$ cat config.mk
export PLATFORM = sky130hd
export DESIGN_NAME = mem_access_ctrl
export DESIGN_NICKNAME = d
export VERILOG_FILES = /design/src/rtl/mem_access_ctrl.sv
export SDC_FILE = /design/constraint.sdc
export NUM_CORES = 1
export LEC_CHECK = 0
export BUFFER_PORTS_ARGS = -buffer_cell sky130_fd_sc_hd__buf_2
export CORE_MARGIN = 2
export CORE_UTILIZATION = 45
export CTS_CLUSTER_SIZE = 8
export DETAILED_ROUTE_END_ITERATION = 8
export PLACE_DENSITY = 0.78
export RECOVER_POWER = 25
export SLEW_MARGIN = 20
export SYNTH_ARGS = -nofsm -noshare
export SYNTH_HDL_FRONTEND = slang
export SYNTH_SLANG_ARGS = --single-unit
$ cat constraint.sdc
create_clock -name clk -period 1.8 [get_ports clk]
set_input_delay 0.18 -clock clk [delete_from_list [all_inputs] [get_ports clk]]
set_output_delay 0.18 -clock clk [all_outputs]
set_load 0.005 [all_outputs]
$ cat src/rtl/mem_access_ctrl.sv
// ============================================================================
// mem_access_ctrl
// ----------------------------------------------------------------------------
// MEM-stage data access sequencer for the MIPS pipeline. Takes one qualified
// load/store from the MEM pipeline register, drives it onto the SRAM-like
// data bus (data_req / addr_ok / data_ok), stalls the pipeline until the
// access completes and returns registered load data.
//
// A flush (exception) that lands while a bus transaction is outstanding is
// absorbed: the request is never withdrawn before addr_ok, and a trailing
// data_ok is drained so it cannot be mistaken for the next access's reply.
//
// Optional feature (macro MEM_PERF_CNT_EN):
//   perf_stall_cycles - cycles with stall_req=1 (wraps mod 2^32)
//   perf_access_cnt   - completed accesses, counted in DONE (wraps mod 2^32)
//
// Ports:
//   clk, rst            clock, asynchronous active-low reset
//   exception           pipeline flush
//   mem_req_*           MEM-stage request (valid/wr/size/addr/wdata)
//   data_req/wr/size/addr/wdata   bus request (registered)
//   data_addr_ok, data_data_ok, data_rdata   bus responses
//   stall_req           hold PC..MEM stages (combinational)
//   load_data           registered read data
//   load_valid          one-cycle pulse in DONE for loads
// ============================================================================
module mem_access_ctrl #(
    parameter int ADDR_W = 32,
    parameter int DATA_W = 32
) (
    input  logic              clk,
    input  logic              rst,
    input  logic              exception,
    input  logic              mem_req_valid,
    input  logic              mem_req_wr,
    input  logic [1:0]        mem_req_size,
    input  logic [ADDR_W-1:0] mem_req_addr,
    input  logic [DATA_W-1:0] mem_req_wdata,
    output logic              data_req,
    output logic              data_wr,
    output logic [1:0]        data_size,
    output logic [ADDR_W-1:0] data_addr,
    output logic [DATA_W-1:0] data_wdata,
    input  logic              data_addr_ok,
    input  logic              data_data_ok,
    input  logic [DATA_W-1:0] data_rdata,
    output logic              stall_req,
    output logic [DATA_W-1:0] load_data,
    output logic              load_valid
`ifdef MEM_PERF_CNT_EN
    ,
    output logic [31:0]       perf_stall_cycles,
    output logic [31:0]       perf_access_cnt
`endif
);

    typedef enum logic [2:0] {
        S_IDLE,
        S_REQ,
        S_WAIT,
        S_DONE,
        S_DRAIN
    } state_t;

    state_t state;
    logic   flush_pend;   // exception seen while waiting for addr_ok
    logic   start;

    assign start = mem_req_valid && !exception;

    always_ff @(posedge clk or negedge rst) begin
        if (!rst) begin
            state      <= S_IDLE;
            flush_pend <= 1'b0;
            data_req   <= 1'b0;
            data_wr    <= 1'b0;
            data_size  <= 2'd0;
            data_addr  <= '0;
            data_wdata <= '0;
            load_data  <= '0;
            load_valid <= 1'b0;
        end else begin
            load_valid <= 1'b0;
            case (state)
                S_IDLE: begin
                    if (start) begin
                        data_wr    <= mem_req_wr;
                        data_size  <= mem_req_size;
                        data_addr  <= mem_req_addr;
                        data_wdata <= mem_req_wdata;
                        data_req   <= 1'b1;
                        flush_pend <= 1'b0;
                        state      <= S_REQ;
                    end
                end
                S_REQ: begin
                    // Request stays up until accepted; a flush only redirects
                    // the tail of the transaction into DRAIN.
                    if (data_addr_ok) begin
                        data_req   <= 1'b0;
                        flush_pend <= 1'b0;
                        state      <= (exception || flush_pend) ? S_DRAIN : S_WAIT;
                    end else if (exception) begin
                        flush_pend <= 1'b1;
                    end
                end
                S_WAIT: begin
                    if (exception) begin
                        // Flush beats a coincident data_ok: reply is complete,
                        // nothing left to drain.
                        state <= data_data_ok ? S_IDLE : S_DRAIN;
                    end else if (data_data_ok) begin
                        if (!data_wr) begin
                            load_data <= data_rdata;
                        end
                        load_valid <= !data_wr;
                        state      <= S_DONE;
                    end
                end
                S_DONE: begin
                    state <= S_IDLE;
                end
                S_DRAIN: begin
                    if (data_data_ok) begin
                        state <= S_IDLE;
                    end
                end
                default: begin
                    state <= S_IDLE;
                end
            endcase
        end
    end

    // DONE releases the stall for exactly one cycle so the pipeline advances
    // once per access; reset forces the stall low.
    always_comb begin
        stall_req = 1'b0;
        if (rst) begin
            case (state)
                S_IDLE:  stall_req = start;
                S_REQ,
                S_WAIT,
                S_DRAIN: stall_req = 1'b1;
                default: stall_req = 1'b0;
            endcase
        end
    end

`ifdef MEM_PERF_CNT_EN
    always_ff @(posedge clk or negedge rst) begin
        if (!rst) begin
            perf_stall_cycles <= 32'd0;
            perf_access_cnt   <= 32'd0;
        end else begin
            if (stall_req) begin
                perf_stall_cycles <= perf_stall_cycles + 32'd1;
            end
            if (state == S_DONE) begin
                perf_access_cnt <= perf_access_cnt + 32'd1;
            end
        end
    end
`endif

endmodule

==> impl_results.md <==
- Status: completed
- Layout area overhead: 35.6%
- Drc violations: 0
- Fin Setup TNS: 0 ps
- First-pass GRT wire length: 14500 microns
- Fillers: around 670
- GP Congestion: between 0.8 and 0.9
- WL final: 8940 microns
- Highest clock rate: approximately 580 MHz
- Clk Latency, worst-skew pair: 350 ps
- Die X: 98.9 microns
- Global-route usage over all layers: 0.186
- Antenna violations before repair: 0
- CTS tree: yes
- Cts bufs inserted: 9
- Core Util, Final: 0.630
- Total grt overflow: 0
- Post-synth EDFFs: 0
- Post-DP HPWL: ~6700 microns
- Final Skew: 12.7 ps
- Num ports: slightly above 200
- # nets final: 568
- Ant. Diodes: 0
- RSZ-0062 raised after global routing: no
- Max Slew Vio Count: 0
- Syn_area_per_cell: between 15 and 20 sq um
- Sequential-to-total area share from yosys stat: 0.649
- Cell variety after synth: 28
- Setup CP Type: flop to output pin
- Synth Register Bits: 105
- Synthesized area: roughly 4000 sq um
- DR pass1 iterations: 4
- Max-cap viol count: 0
- Final Non-Filler Cells: approximately 580
- Syn Nets: between 300 and 400
- Async set-or-reset flop fraction in the synthesized netlist: 1.00
- Die area: between 9000 and 10000 sq um
- Min cycle time layout: 1720 ps
- Setup crit start kind: flop
- Power, Total: around 8.0 mW
- Final setup fails: 0
- Die height: 98.9 microns
- Synth warnings: 0
- Vias per cell: ~4.9
- Predominant post-synthesis flop cell: dfrtp_1
- Relative max-transition margin: 0.397
- Buffers on Ports: 206
- CP Capture Type: output pin
- Tcrit/Tclk final: 0.954
- Hold WC Path Type: input port to flop
- Syn Inst Count: between 200 and 250
- Clock transition at path regs: 100 ps
- Initial drt markers: a little under 50
- Leakage: roughly 2.9 nW
- R2R setup slack: around 100 ps
- Most common cell after layout, fill and taps aside: buf_2
- CP max FO: 5
- Worst hold slack: 32.9 ps
- Most frequent cells in the layout: buf_2 (205), dfrtp_1 (102), mux2_2 (59)
- Drt wl/cell: roughly 16 microns
- # rows: 34
- Maximum VDD drop: 0.000756 V
- CTS H-tree depth: 3
- Initial Utilization: 0.464
- Clk buf depth: 2
- Share of post-route cells with drive strength above 1: 0.643
- DR vias: roughly 2800
- Critical Path RT: around 1600 ps
- Largest net degree at the start of global routing: roughly 110
- CP arrival: ~1500 ps
- Clock Tree Root: clkbuf_8
- Cells after DPL: about 550
- PD cells: about 1500 nW/um^2
- Detail Route Antenna Nets: 0
- Worst slew pin tran: around 900 ps
- CTS Sinks: 105
- Core area: between 8000 and 9000 sq um
- Vias in the first global route: just over 3000
- Final Hold Fails: 0
## worst paths after layout
check,from,end,cells after the start
setup / recovery,state[0]$_DFFE_PN0P_,stall_req,5
hold / removal,data_rdata[14],load_data[14]$_DFFE_PN0P_,2
setup reg to reg,state[0]$_DFFE_PN0P_,load_data[8]$_DFFE_PN0P_,4
hold reg to reg,load_data[3]$_DFFE_PN0P_,load_data[3]$_DFFE_PN0P_,1
max in group asynchronous,rst,state[0]$_DFFE_PN0P_,3
min in group asynchronous,rst,load_data[20]$_DFFE_PN0P_,3
## area by class of cell
class | count | area (sq um) | share of cell area
Clock inverter | 5 | 38.8 | 0.00706
Clock buffer | 11 | 151 | 0.0276
Multi-Input combinational cell | 128 | 1370 | 0.250
Inverter | 2 | 7.51 | 0.00137
Sequential cell | 105 | 2630 | 0.479
Tap cell | 108 | 135 | 0.0246
Timing Repair Buffer | 217 | 1150 | 0.210
## cell families (layout without fill, tap and decap cells)
group,after synthesis,in the layout,share of synthesized area
compound gates,11,11,0.0201
simple gates,17,17,0.0328
buf+inv,15,235,0.0204
flops,105,105,0.649
mux,100,100,0.278
## cell usage after synthesis, types with 2 or more instances
master	instances	share of area
inv_1	2	0.0019
o21ai_0	2	0.0025
nor3b_1	2	0.0037
mux2_2	59	0.16
buf_4	4	0.0074
dfrtp_1	105	0.65
nor2_1	4	0.0037
mux2_1	40	0.11
buf_2	9	0.011
o31ai_1	3	0.0056
## per-stage QoR
step	setup slack, ps	area, sq um
CTS	8.75	5450
finish	82.4	5490
detailed placement	128	5220
global placement	217	5220
floorplan	351	4050
global route	4.46	5490
## sequential cells by signal, summed over array words and instances, names as in the netlist
signal / count
load_data: 32
flush_pend: 1
data_size: 2
state: 3
data_addr: 32
data_req: 1
data_wdata: 32
data_wr: 1
load_valid: 1
## power by group
part / switching, mW / internal [mW]
logic: 1.15 / 1.69
clock network: 0.771 / 0.587
registers: 0.501 / 3.32
## metal layers
layer  vias to the layer above  track usage  share of wire
met5                         -            0              0
met4                         0       0.0443         0.0074
met3                         7       0.0950           0.13
met2                       151        0.309           0.48
met1                      1381        0.216           0.38
li1                       1308            -              -
## timing repair
item,CTS,global route
hold endpoints to repair,105,0
hold buffers,1,0
buffers inserted,3,2
pin swaps,0,4
gates resized for setup,5,10
endpoints found under the setup margin,1,1
## critical path, stage by stage, from the launching register on
cell,delay [ps]
dfrtp_2,460
buf_6,140
nor2b_4,130
o31ai_4,240
a21boi_1,90
buf_2,140
(Power assumes the default switching activity.)
